### src/rtl/video_res_detect_pkg.sv
// Shared definitions for the resolution detector and the quad-split stages
// that consume its measured boundaries.
package video_res_detect_pkg;

  // Lock state machine encoding
  typedef enum logic [1:0] {
    ST_SEARCH = 2'd0,
    ST_CHECK  = 2'd1,
    ST_LOCKED = 2'd2
  } res_state_e;

  // Edge convention: a frame starts on the vs transition into VS_ACTIVE,
  // a line ends on the de transition out of DE_ACTIVE.
  localparam logic VS_ACTIVE = 1'b1;
  localparam logic DE_ACTIVE = 1'b1;

  // Width of the consecutive-frame match counter (LOCK_FRAMES up to 15)
  localparam int MATCH_W = 4;

  // Half of a size value, used for the quadrant split points
  function automatic logic [31:0] half_of(input logic [31:0] size);
    return {1'b0, size[31:1]};
  endfunction

endpackage

### src/rtl/video_edge_detect.sv
// Delays vs/de by one cycle and reports the frame-start and line-end edges.
module video_edge_detect
  import video_res_detect_pkg::*;
(
  input  logic clock,
  input  logic reset_n,
  input  logic vs_i,
  input  logic de_i,
  output logic vs_rise_o,
  output logic de_fall_o
);

  logic vs_d0_r;
  logic de_d0_r;

  // Previous-cycle copies of vs and de
  always_ff @(posedge clock) begin
    if (!reset_n) begin
      vs_d0_r <= 1'b0;
      de_d0_r <= 1'b0;
    end else begin
      vs_d0_r <= vs_i;
      de_d0_r <= de_i;
    end
  end

  assign vs_rise_o = (vs_i == VS_ACTIVE) && (vs_d0_r != VS_ACTIVE);
  assign de_fall_o = (de_d0_r == DE_ACTIVE) && (de_i != DE_ACTIVE);

endmodule

### src/rtl/video_res_detect.sv
// Measures active width/height of the incoming video timing and publishes a
// stable resolution (plus half-split points) once it repeats LOCK_FRAMES times.
// Pure side-channel: the video stream itself is not touched.
module video_res_detect
  import video_res_detect_pkg::*;
#(
  parameter int CNT_W       = 12,
  parameter int LOCK_FRAMES = 3,
  parameter int MIN_H       = 16,
  parameter int MIN_V       = 16
) (
  input  logic             clock,
  input  logic             reset_n,
  input  logic             vs_i,
  input  logic             hs_i,
  input  logic             de_i,
  output logic [CNT_W-1:0] h_active_o,
  output logic [CNT_W-1:0] v_active_o,
  output logic [CNT_W-1:0] h_half_o,
  output logic [CNT_W-1:0] v_half_o,
  output logic             locked_o,
  output logic             frame_start_o
);

  localparam logic [CNT_W-1:0]   CNT_MAX       = {CNT_W{1'b1}};
  localparam logic [CNT_W-1:0]   CNT_ZERO      = {CNT_W{1'b0}};
  localparam logic [CNT_W-1:0]   CNT_ONE       = {{(CNT_W-1){1'b0}}, 1'b1};
  localparam logic [CNT_W-1:0]   MIN_H_C       = CNT_W'(MIN_H);
  localparam logic [CNT_W-1:0]   MIN_V_C       = CNT_W'(MIN_V);
  localparam logic [MATCH_W-1:0] LOCK_C        = MATCH_W'(LOCK_FRAMES);
  localparam logic [MATCH_W-1:0] MATCH_ONE     = {{(MATCH_W-1){1'b0}}, 1'b1};
  localparam logic [MATCH_W-1:0] MATCH_ZERO    = {MATCH_W{1'b0}};
  localparam logic               LOCK_ON_FIRST = (LOCK_FRAMES == 1);

  // hs carries no information the measurement needs
  logic hs_unused_s;
  assign hs_unused_s = hs_i;

  logic vs_rise_s;
  logic de_fall_s;

  video_edge_detect u_edge (
    .clock     (clock),
    .reset_n   (reset_n),
    .vs_i      (vs_i),
    .de_i      (de_i),
    .vs_rise_o (vs_rise_s),
    .de_fall_o (de_fall_s)
  );

  // Measurement state
  logic [CNT_W-1:0] pix_cnt_r;
  logic [CNT_W-1:0] line_cnt_r;
  logic [CNT_W-1:0] ref_w_r;
  logic             mismatch_r;
  logic             ovf_r;
  logic             primed_r;
  logic             discard_r;

  // Lock state
  res_state_e         state_r;
  res_state_e         state_n_s;
  logic [MATCH_W-1:0] match_cnt_r;
  logic [MATCH_W-1:0] match_n_s;
  logic [CNT_W-1:0]   cand_w_r;
  logic [CNT_W-1:0]   cand_h_r;
  logic [CNT_W-1:0]   cand_w_n_s;
  logic [CNT_W-1:0]   cand_h_n_s;

  // A line that was already running when the frame started belongs to no frame
  logic line_end_s;
  logic first_line_s;
  logic line_ovf_s;
  logic width_bad_s;
  logic [CNT_W-1:0] line_cnt_inc_s;

  assign line_end_s     = de_fall_s && !discard_r;
  assign first_line_s   = (line_cnt_r == CNT_ZERO);
  assign line_ovf_s     = line_end_s && (line_cnt_r == CNT_MAX);
  assign width_bad_s    = line_end_s && !first_line_s && (pix_cnt_r != ref_w_r);
  assign line_cnt_inc_s = (line_cnt_r == CNT_MAX) ? CNT_MAX : (line_cnt_r + CNT_ONE);

  // Frame evaluation includes a line that ends on the very frame-start cycle
  logic [CNT_W-1:0] meas_w_s;
  logic [CNT_W-1:0] meas_h_s;
  logic             frame_ok_s;
  logic             cand_match_s;
  logic             lock_entry_s;

  assign meas_w_s     = (line_end_s && first_line_s) ? pix_cnt_r : ref_w_r;
  assign meas_h_s     = line_end_s ? line_cnt_inc_s : line_cnt_r;
  assign frame_ok_s   = primed_r && !(mismatch_r || width_bad_s) &&
                        !(ovf_r || line_ovf_s) &&
                        (meas_w_s >= MIN_H_C) && (meas_h_s >= MIN_V_C);
  assign cand_match_s = (meas_w_s == cand_w_r) && (meas_h_s == cand_h_r);
  assign lock_entry_s = (state_n_s == ST_LOCKED) && (state_r != ST_LOCKED);

  // Pixel/line counting, width consistency and overflow tracking
  always_ff @(posedge clock) begin
    if (!reset_n) begin
      pix_cnt_r  <= CNT_ZERO;
      line_cnt_r <= CNT_ZERO;
      ref_w_r    <= CNT_ZERO;
      mismatch_r <= 1'b0;
      ovf_r      <= 1'b0;
      primed_r   <= 1'b0;
      discard_r  <= 1'b0;
    end else if (vs_rise_s) begin
      pix_cnt_r  <= CNT_ZERO;
      line_cnt_r <= CNT_ZERO;
      ref_w_r    <= CNT_ZERO;
      mismatch_r <= 1'b0;
      ovf_r      <= 1'b0;
      primed_r   <= 1'b1;
      discard_r  <= (de_i == DE_ACTIVE);
    end else if (de_fall_s) begin
      pix_cnt_r <= CNT_ZERO;
      discard_r <= 1'b0;
      if (line_end_s) begin
        line_cnt_r <= line_cnt_inc_s;
        if (first_line_s) begin
          ref_w_r <= pix_cnt_r;
        end
        if (width_bad_s) begin
          mismatch_r <= 1'b1;
        end
        if (line_ovf_s) begin
          ovf_r <= 1'b1;
        end
      end
    end else if (de_i == DE_ACTIVE) begin
      if (pix_cnt_r == CNT_MAX) begin
        ovf_r <= 1'b1;
      end else begin
        pix_cnt_r <= pix_cnt_r + CNT_ONE;
      end
    end
  end

  // Lock FSM: next state and candidate, only moved on frame starts
  always_comb begin
    state_n_s  = state_r;
    match_n_s  = match_cnt_r;
    cand_w_n_s = cand_w_r;
    cand_h_n_s = cand_h_r;
    if (vs_rise_s) begin
      case (state_r)
        ST_SEARCH: begin
          if (frame_ok_s) begin
            cand_w_n_s = meas_w_s;
            cand_h_n_s = meas_h_s;
            match_n_s  = MATCH_ONE;
            state_n_s  = LOCK_ON_FIRST ? ST_LOCKED : ST_CHECK;
          end else begin
            match_n_s = MATCH_ZERO;
          end
        end
        ST_CHECK: begin
          if (frame_ok_s && cand_match_s) begin
            match_n_s = match_cnt_r + MATCH_ONE;
            if (match_n_s >= LOCK_C) begin
              state_n_s = ST_LOCKED;
            end else begin
              state_n_s = ST_CHECK;
            end
          end else if (frame_ok_s) begin
            cand_w_n_s = meas_w_s;
            cand_h_n_s = meas_h_s;
            match_n_s  = MATCH_ONE;
            state_n_s  = ST_CHECK;
          end else begin
            match_n_s = MATCH_ZERO;
            state_n_s = ST_SEARCH;
          end
        end
        ST_LOCKED: begin
          if (frame_ok_s && cand_match_s) begin
            state_n_s = ST_LOCKED;
          end else if (frame_ok_s) begin
            // Drop lock but start counting the new resolution right away
            cand_w_n_s = meas_w_s;
            cand_h_n_s = meas_h_s;
            match_n_s  = MATCH_ONE;
            state_n_s  = LOCK_ON_FIRST ? ST_LOCKED : ST_CHECK;
          end else begin
            match_n_s = MATCH_ZERO;
            state_n_s = ST_SEARCH;
          end
        end
        default: begin
          match_n_s = MATCH_ZERO;
          state_n_s = ST_SEARCH;
        end
      endcase
    end else begin
      state_n_s = state_r;
    end
  end

  // Lock FSM state and candidate registers
  always_ff @(posedge clock) begin
    if (!reset_n) begin
      state_r     <= ST_SEARCH;
      match_cnt_r <= MATCH_ZERO;
      cand_w_r    <= CNT_ZERO;
      cand_h_r    <= CNT_ZERO;
    end else begin
      state_r     <= state_n_s;
      match_cnt_r <= match_n_s;
      cand_w_r    <= cand_w_n_s;
      cand_h_r    <= cand_h_n_s;
    end
  end

  // Published outputs; sizes only change when a new lock is reached
  always_ff @(posedge clock) begin
    if (!reset_n) begin
      h_active_o    <= CNT_ZERO;
      v_active_o    <= CNT_ZERO;
      h_half_o      <= CNT_ZERO;
      v_half_o      <= CNT_ZERO;
      locked_o      <= 1'b0;
      frame_start_o <= 1'b0;
    end else begin
      frame_start_o <= vs_rise_s;
      locked_o      <= (state_n_s == ST_LOCKED);
      if (lock_entry_s) begin
        h_active_o <= cand_w_n_s;
        v_active_o <= cand_h_n_s;
        h_half_o   <= CNT_W'(half_of(32'(cand_w_n_s)));
        v_half_o   <= CNT_W'(half_of(32'(cand_h_n_s)));
      end
    end
  end

endmodule

### config.mk
export PLATFORM = sky130hd
export DESIGN_NAME = video_res_detect
export DESIGN_NICKNAME = d
export VERILOG_FILES = /design/src/rtl/video_res_detect_pkg.sv /design/src/rtl/video_edge_detect.sv /design/src/rtl/video_res_detect.sv
export SDC_FILE = /design/constraint.sdc
export NUM_CORES = 1
export LEC_CHECK = 0
export ABC_AREA = 1
export CORE_MARGIN = 2
export CORE_UTILIZATION = 45
export DETAILED_ROUTE_END_ITERATION = 10
export GPL_ROUTABILITY_DRIVEN = 0
export PLACE_DENSITY = 0.65
export REMOVE_ABC_BUFFERS = 1
export SETUP_SLACK_MARGIN = 0.05
export SLEW_MARGIN = 5
export SYNTH_ARGS = -nofsm -noshare
export SYNTH_HDL_FRONTEND = slang
export SYNTH_SLANG_ARGS = --single-unit
### constraint.sdc
create_clock -name clock -period 3.2 [get_ports clock]
set_input_delay 0.64 -clock clock [delete_from_list [all_inputs] [get_ports clock]]
set_output_delay 0.64 -clock clock [all_outputs]
set_load 0.02 [all_outputs]
# Word level (Yosys, flattened, before mapping)
# Index checks and enable logic that the tools add are counted.
classes:
  add_sub_neg: 3
  n_lt_le_gt_ge: 3
  eq_ne: 12
  mux: 29
  bitwise: 4
  reduce_logical: 33
op_table:
  columns: ["operator", "count"]
  rows:
  - ["2-to-1 mux 12 bit", 9]
  - ["case mux 12 bit (2 select lines)", 2]
  - ["adder 12 x 1 -> 12 bit, second input constant", 2]
  - ["equality test 12 bit", 2]
  - ["equality test 12 bit, second input constant", 2]
  - [">= comparator 12 x 5 -> 1 bit, second input constant", 2]
  - ["logical AND 1 bit", 14]
  - ["zero test 12 bit", 1]
  - ["inequality test 12 bit", 1]
  - ["case mux 4 bit (3 select lines)", 1]
  - ["2-to-1 mux 2 bit", 5]
  - ["2-to-1 mux 1 bit", 9]
  - ["2-to-1 mux 4 bit", 2]
  - ["case mux 2 bit (3 select lines)", 1]
  - ["AND reduction 3 bit", 2]
  - ["nonzero test 2 bit", 3]
  - ["adder 4 x 1 -> 4 bit, second input constant", 1]
  - ["equality test 2 bit, second input constant", 2]
  - [">= comparator 4 x 2 -> 1 bit, second input constant", 1]
  - ["zero test 1 bit", 4]
  - ["inequality test 2 x 1 -> 1 bit, second input constant", 2]
  - ["inequality test 2 bit, second input constant", 2]
  - ["inverter 1 bit", 4]
  - ["AND reduction 2 bit", 2]
  - ["6 further kinds", 8]
word_totals:
  ff_bits: 120
  input_bits: 5
  output_inout_bits: 50
  word_cells: 103

# Logic depth before layout (Yosys ltp)
# Gate-level depths: netlist (run 1).
depth:
  ltp_word: 17
  mapped_depth: 25
  mapped_depth_nobuf: 22

# By module
# From an unflattened synthesis (run 1), not the netlist that was laid out.
unflattened:
  hier_cells: 995
  hier_area_um2: 6082.1
by_module_without_submodules:
  columns: ["mod", "instances", "cells_per_inst", "area_per_inst_um2", "seq_area_each_um2"]
  rows:
  - ["video_res_detect", 1, 985, 6009.5, 1921.8]
  - ["video_edge_detect", 1, 10, 72.6, 40.0]

# Worst setup path before layout (run 1)
# OpenSTA, ideal clock, no wires.
synth_timing:
  path_type: "input -> register"
  start: "input de_i"
  end: "register h_active_o[4]"
  setup_time_ns: 0.113
  arrival_ns: 2.656
  t_required_ns: 3.087
  setup_slack_ns: 0.431
  stages: 23
  n_path_buf: 3
  cell_sequence: "inv_2 > nand2_1 > nor2_4 > buf_4 > nand3_1 > nand2_1 > nand2_1 > nand2_1 > nand2_1 > nor2_1 > nand3_1 > nor2_1 > nand2_1 > buf_6 > a21oi_2 > nand2_1 > nand2_2 > nand2_2 > nor2_4 > buf_4 > nand3_1 > nand2_1 > nor2_1"
synth_between:
  elab_chain_cells: 17
  elab_cells_between_ends: 35
  cone_classes: "order compare: 2; eq/ne: 3; mux: 12; bitwise: 1; reduce/logical: 17"
synth_rtl:
  columns: ["item", "line_no", "source"]
  rows:
  - ["from (decl)", "video_res_detect.sv:16", "input logic de_i,"]
  - ["inverter 1 bit (*)", "video_edge_detect.sv:28", "assign de_fall_o = (de_d0_r == DE_ACTIVE) && (de_i != DE_ACTIVE);"]
  - ["logical AND 1 bit (*)", "video_edge_detect.sv:28", null]
  - ["logical AND 1 bit (*)", "video_res_detect.sv:77", "assign line_end_s = de_fall_s && !discard_r;"]
  - ["parallel branches: the longest is 14 deep, another holds >= comparator 12 x 5 -> 1 bit", null, null]
  - ["to (signal assigned)", "video_res_detect.sv:228", "h_active_o <= cand_w_n_s;"]
  - ["to (decl)", "video_res_detect.sv:17", "output logic [CNT_W-1:0] h_active_o,"]
# Mark *: on every way between the ends.
# A chain may end at the register's enable or synchronous reset.

# Worst setup path in the final report (run 1)
layout_timing:
  start: "register line_cnt_r[1]"
  end: "register h_active_o[1]"
layout_between:
  elab_chain_cells: 16
  elab_cells_between_ends: 37
  cone_classes: "add/sub: 1; order compare: 2; eq/ne: 4; mux: 13; reduce/logical: 17"
layout_rtl:
  columns: ["item", "line_no", "source"]
  rows:
  - ["from (decl)", "video_res_detect.sv:53", "logic [CNT_W-1:0] line_cnt_r;"]
  - ["from (signal assigned)", "video_res_detect.sv:120", "line_cnt_r <= line_cnt_inc_s;"]
  - ["parallel branches: the longest is 16 deep, another holds adder 12 x 1 -> 12 bit", null, null]
# Parallel ways; which one is timed is not known.

==> flow_summary.toml, run 1 <==
[placement]
hpwl_um = 12200
portBuffers = 51
pre_cts_ws_ns = -0.607

[pwr]
seq_power_share_pct = 45.8
powerDensity_nw_per_um2 = 330
p_switching_uw = 742
leakage_nw = 3.67
p_comb_share_pct = 13.0
intPower_mw = 2.01
power_switching_share_pct = 26.9
clock_power_share_pct = 41.2
peakVddDrop_uv = 286

[clock_tree]
clk_latency_ns = 0.36
cts-hold-fix-buffers = 0
cts_tree = "built"
clk_pin_slew_ns = 0.07
clock-sinks = 98
cts-root-buf = "clkbuf_16"
cts-htree-levels = 3
cts-buffers-inserted = 9
cts_buffer_depth = 2

[floorplanning]
pin_count = 55
rows = 42
fp.dieW_um = 120
die_area_sq_um = 14500
die_h_um = 120
start_util_pct = 46.0
coreArea_sq_um = 13200

[finish]
antenna_cells = 0
drive_gt1_share_pct = 23.1
num-fill-cells = 1203
fin_nets = 1122
final_cell_mix = "225 x nand2_1, 144 x nor2_1, 110 x inv_1, 102 x buf_4, 92 x dfxtp_1"
final_common_cell = "nand2_1"
area_delta_synth_final_pct = 37.2

[sta]
grt_setup_unrepaired = "yes"
finalCritPeriodShare_pct = 102
timing.setup.tns_ns = -0.165
min_period_ns = 3.26
max-slew-margin-rel_pct = 34.9
worstMarginPinSlew_ns = 0.969
setup_slack_ns = -0.0583
clock_skew_ns = 0.00780
slew_violations = 0
finalSetupViolCount = 7
fmax_ghz = 0.307
hold_viol = 0

[yosys]
ys_seq_area_share_pct = 32.2
yosysWarnings = 0
postSynthAreaPerCell_sq_um = 6.24
synth_top_area_share_pct = 32.2
synth_seq_cells = 98
synth.distinct_cells = 38
synth_top_area_cell = "dfxtp_1"
syn_area_sq_um = 6090
postSynthCellCount = 975
synthTopCellsByArea = "dfxtp_1 32%, nand2_1 15%, nor2_1 9.6%"

[setup_path]
start_kind = "flop"
crit_arrival_ns = 3.51
endpoint_kind = "flop"
crit_type = "flop to flop"
crit_required_ns = 3.46
crit_fanout = 6

[grt]
grt_pass1_wl_um = 29300
grt_overflow = 0
track_usage_pct = 25.5
grt_pass1_vias = 5817
grt_max_degree = 32
antenna_found_initial = 0

[route]
drc = 0
drt_pass1_iterations = 5
via_per_inst = 5.17
first_iter_violations = 441
wire_per_inst_um = 14.9
wirelength_um = 19200
vias = 6653
ant_nets = 0

[flow_run]
cap_violations = 0

[outcome]
violations = "negative setup slack"
status = "finished, violations left"

[min_path]
hp-class = "flop to flop"
==> worst max-delay path: stages (launching register included) <==
cell and delay, ns:
dfxtp_4 0.38, ha_4 0.15, nand2_4 0.07, nor2_4 0.12, nand4_1 0.28, buf_4 0.25
clkbuf_16 0.15, nand3_2 0.07, nand2_2 0.08, nor2_4 0.12, nand3_2 0.09, nor2_2 0.10
nand2_1 0.10, buf_4 0.16, nor2_4 0.11, nand3_2 0.08, nand2_2 0.09, buf_4 0.10
nand2_1 0.07, nand2_4 0.16, clkbuf_16 0.19, nand3_2 0.07, nand2_1 0.10, nor2_1 0.06
==> per-layer routing <==
layer / vias up / wire [um] / GRT usage [%]
met5: - / 0 / 0
met4: 0 / 617 / 10.4
met3: 40 / 1090 / 3.30
met2: 234 / 8540 / 40.1
met1: 3007 / 8960 / 35.3
li1: 3372 / - / -
==> worst paths after layout <==
check / depth (start not counted) / slack (ns) / from / to
setup / recovery: 23 / -0.06 / line_cnt_r[1]$_SDFFE_PP0N_ / h_active_o[1]$_SDFFE_PN0P_
setup reg to reg: 23 / -0.06 / line_cnt_r[1]$_SDFFE_PP0N_ / h_active_o[1]$_SDFFE_PN0P_
hold / removal: 1 / 0.41 / u_edge.vs_d0_r$_SDFF_PN0_ / frame_start_o$_SDFF_PN0_
hold reg to reg: 1 / 0.41 / u_edge.vs_d0_r$_SDFF_PN0_ / frame_start_o$_SDFF_PN0_
==> final cells by class <==
type	instances	area [sq um]	area share, %
clock buffers	10	239	2.86
multi-input cells	708	3740	44.7
well taps	176	220	2.64
clock inverters	5	65.1	0.779
flip-flops and latches	98	1970	23.6
repair buffers	175	1690	20.2
inverters	115	432	5.17
==> metrics by stage <==
step                std cells  cell area [sq um]  power, mW  hold slack [ns]  utilization (%)
floorplan                 919               5740       1.48            0.392                -
global placement         1230               7150       1.61            0.399             54.0
detailed placement       1230               7150       1.61            0.407             54.0
CTS                      1270               7870       2.74            0.418             59.4
global route             1287               8350       2.86            0.450             63.1
finish                   1287               8350       2.76            0.414             63.1
==> Yosys cell counts, drive strengths merged <==
cell / n
ha: 10
a21boi: 9
nor3b: 3
nand3b: 1
or3: 1
nor2: 166
clkbuf: 14
nor3: 8
nand4: 30
nand2: 258
or2: 7
inv: 114
o21ai: 48
dfxtp: 98
buf: 43
o2111ai: 2
xnor2: 1
clkinv: 1
o211ai: 11
conb: 1
a211oi: 4
o22ai: 6
a31oi: 2
a21oi: 34
nand3: 101
xor2: 1
nor4: 1
==> cell families (layout without fill, tap and decap cells) <==
group                    count (synthesis)  in the layout  synth area share, %
buffers and inverters                  172            305                 12.9
XOR/XNOR                                 2              2                0.288
flip-flops                              98             98                 32.2
adder cells (fa/ha/maj)                 10             10                 2.06
AO/OA/AOI/OAI                          116            116                 10.9
other                                    1              2               0.0616
AND/OR/NAND/NOR                        576            578                 41.6
==> power by group through the flow <==
stage	registers, mW	logic [mW]	clock network [mW]
after floorplan	1.29	0.190	0
after global placement	1.29	0.316	0
after detailed placement	1.29	0.318	0
after CTS	1.26	0.330	1.14
after global routing	1.27	0.400	1.20
final	1.26	0.359	1.13
==> repair_timing <==
action / CTS / global route
endpoints found under the setup margin: 27 / 33
pin swaps: 20 / 39
gates cloned: 8 / 3
buffers inserted: 19 / 16
resized for setup: 39 / 80
==> sequential cells by signal (all words and copies together) (netlist names), 2 cells and up <==
register     cells
ref_w_r         12
cand_h_r        12
match_cnt_r      4
v_active_o      12
line_cnt_r      12
pix_cnt_r       12
cand_w_r        12
h_active_o      12
state_r          2
No activity file was read; power rests on OpenSTA's default activity.
==> run 2: changes to the inputs <==
--- a/config.mk
+++ b/config.mk
@@ -6,7 +6,7 @@
 export NUM_CORES = 1
 export LEC_CHECK = 0
 export ABC_AREA = 1
-export CORE_MARGIN = 2
+export CORE_MARGIN = 3
 export CORE_UTILIZATION = 45
 export DETAILED_ROUTE_END_ITERATION = 10
 export GPL_ROUTABILITY_DRIVEN = 0
==> flow_summary.toml, run 2 (synthesized netlist as in run 1, its figures left out) <==
[sta]
slew_violations = 0
hold_viol = 0
finalSetupViolCount = 0
min_period_ns = 3.07
max-slew-margin-rel_pct = 30.5
worstMarginPinSlew_ns = 1.04
fmax_ghz = 0.326
finalCritPeriodShare_pct = 96.0
grt_setup_unrepaired = "yes"
clock_skew_ns = 0.00679
holdWs_ns = 0.433

[floorplanning]
coreArea_sq_um = 12900
pin_count = 55
fp.dieW_um = 122
start_util_pct = 47.1
rows = 41
die_area_sq_um = 15000
die_h_um = 122

[clock_tree]
cts-root-buf = "clkbuf_16"
clk_pin_slew_ns = 0.07
cts-htree-levels = 3
clk_latency_ns = 0.35
cts-buffers-inserted = 9
clock-sinks = 98
cts_buffer_depth = 2
cts_tree = "built"

[route]
via_per_inst = 5.08
vias = 6624
ant_nets = 0
drt_pass1_iterations = 5
wirelength_um = 18900
drc = 0
first_iter_violations = 629
wire_per_inst_um = 14.5

[finish]
fin_nets = 1143
antenna_cells = 0
area_delta_synth_final_pct = 37.1
final_cell_mix = "222 x nand2_1, 141 x nor2_1, 126 x buf_4, 108 x inv_1, 92 x dfxtp_1"
fin_util_pct = 64.6
final_common_cell = "nand2_1"
drive_gt1_share_pct = 24.2

[min_path]
worstHoldStart = "u_edge.vs_d0_r$_SDFF_PN0_"
holdPathStages = 1
holdPathEnd = "frame_start_o$_SDFF_PN0_"
hp-class = "flop to flop"

[grt]
grt_max_degree = 32
antenna_found_initial = 0
grt_pass1_wl_um = 30000
track_usage_pct = 25.1
grt_overflow = 0
grt_pass1_vias = 6080

[placement]
hpwl_um = 12800
portBuffers = 51

[flow_run]
cap_violations = 0

[setup_path]
endpoint_kind = "flop"
crit_arrival_ns = 3.32
r2r-end = "h_active_o[6]$_SDFFE_PN0P_"
rr_worst_depth = 23
regToRegStartpoint = "line_cnt_r[0]$_SDFFE_PP0N_"
r2r_slack_ns = 0.13
crit_type = "flop to flop"
start_kind = "flop"
crit_fanout = 8
crit_required_ns = 3.45

[outcome]
status = "completed"

[pwr]
power.total_mw = 2.76
leakage_nw = 3.71
powerDensity_nw_per_um2 = 331
peakVddDrop_uv = 356
==> run 2: cell types whose count changed in the layout (fill, tap and decap cells not counted), moves of 4 or more <==
cell     change
buf_4       +24
nand3_2     -13
nand3_1     +11
o21ai_0      -6
o21ai_1      +6
buf_6        +5
buf_16       -4
nand2_2      +4
==> run 2: layout make-up <==
class,instances,area (sq um)
sequential,98,1970
multi-input combinational,707,3690
fill,1198,4580
clock buffer,9,225
tap,172,215
inverter,115,437
timing repair buffer,197,1740
clock inverter,6,67.6
==> run 2: worst max path at each step <==
stage / endpoint / from / cells after the start
2_1_floorplan: h_active_o[11]$_SDFFE_PN0P_ / de_i / 18
3_3_place_gp: v_active_o[6]$_SDFFE_PN0P_ / de_i / 21
3_5_place_dp: v_active_o[7]$_SDFFE_PN0P_ / de_i / 22
4_1_cts: h_active_o[0]$_SDFFE_PN0P_ / line_cnt_r[0]$_SDFFE_PP0N_ / 24
5_1_grt: h_active_o[11]$_SDFFE_PN0P_ / u_edge.de_d0_r$_SDFF_PN0_ / 22
6_report: h_active_o[6]$_SDFFE_PN0P_ / line_cnt_r[0]$_SDFFE_PP0N_ / 23
==> run 2: report_power, final <==
group	internal, mW	switching, mW	total [mW]
Combinational	0.168	0.228	0.396
Clock	0.606	0.495	1.10
Sequential	1.24	0.0224	1.26
Total	2.02	0.745	2.76
==> run 2: what timing repair did <==
action	in CTS	in global routing
gates cloned	4	1
resized for setup	46	82
hold buffers	0	0
setup endpoints to repair	35	49
pin swaps	20	43
buffers inserted	29	19
==> run 2: worst max-delay path: stages, from the launching register on <==
cell and delay (ns):
dfxtp_2 0.33, buf_6 0.12, ha_4 0.16, nand2_4 0.10, nor2_4 0.04, nand4_1 0.16
buf_6 0.15, buf_4 0.16, nand2_1 0.08, nand2_1 0.06, nand2_1 0.06, nor2_2 0.12
nand3b_1 0.12, nor2_2 0.15, nand2_2 0.11, a21oi_2 0.15, nand2_1 0.09, nand2_2 0.11
nand2_4 0.06, nor2_4 0.23, buf_6 0.19, nand3_2 0.07, nand2_1 0.08, nor2_1 0.05
==> run 2: through the flow <==
step | std cells | cell area (sq um) | worst slack [ns] | setup TNS, ns
3_3_place_gp | 1238 | 7190 | -0.597 | -19.85
6_report | 1304 | 8350 | 0.129 | 0
2_1_floorplan | 919 | 5740 | -1.06 | -37.29
3_5_place_dp | 1238 | 7190 | -0.647 | -22.34
4_1_cts | 1286 | 7920 | 0.111 | 0
5_1_grt | 1304 | 8350 | -0.0724 | -1.07
==> run 2: layer usage <==
metal  track usage (%)  up-vias  wire length (um)
met1              35.2     2991              8910
met2              39.2      200              8660
li1                  -     3414                 -
met3              5.02       19              1110
met4              7.42        0               229
met5                 0        -                 0
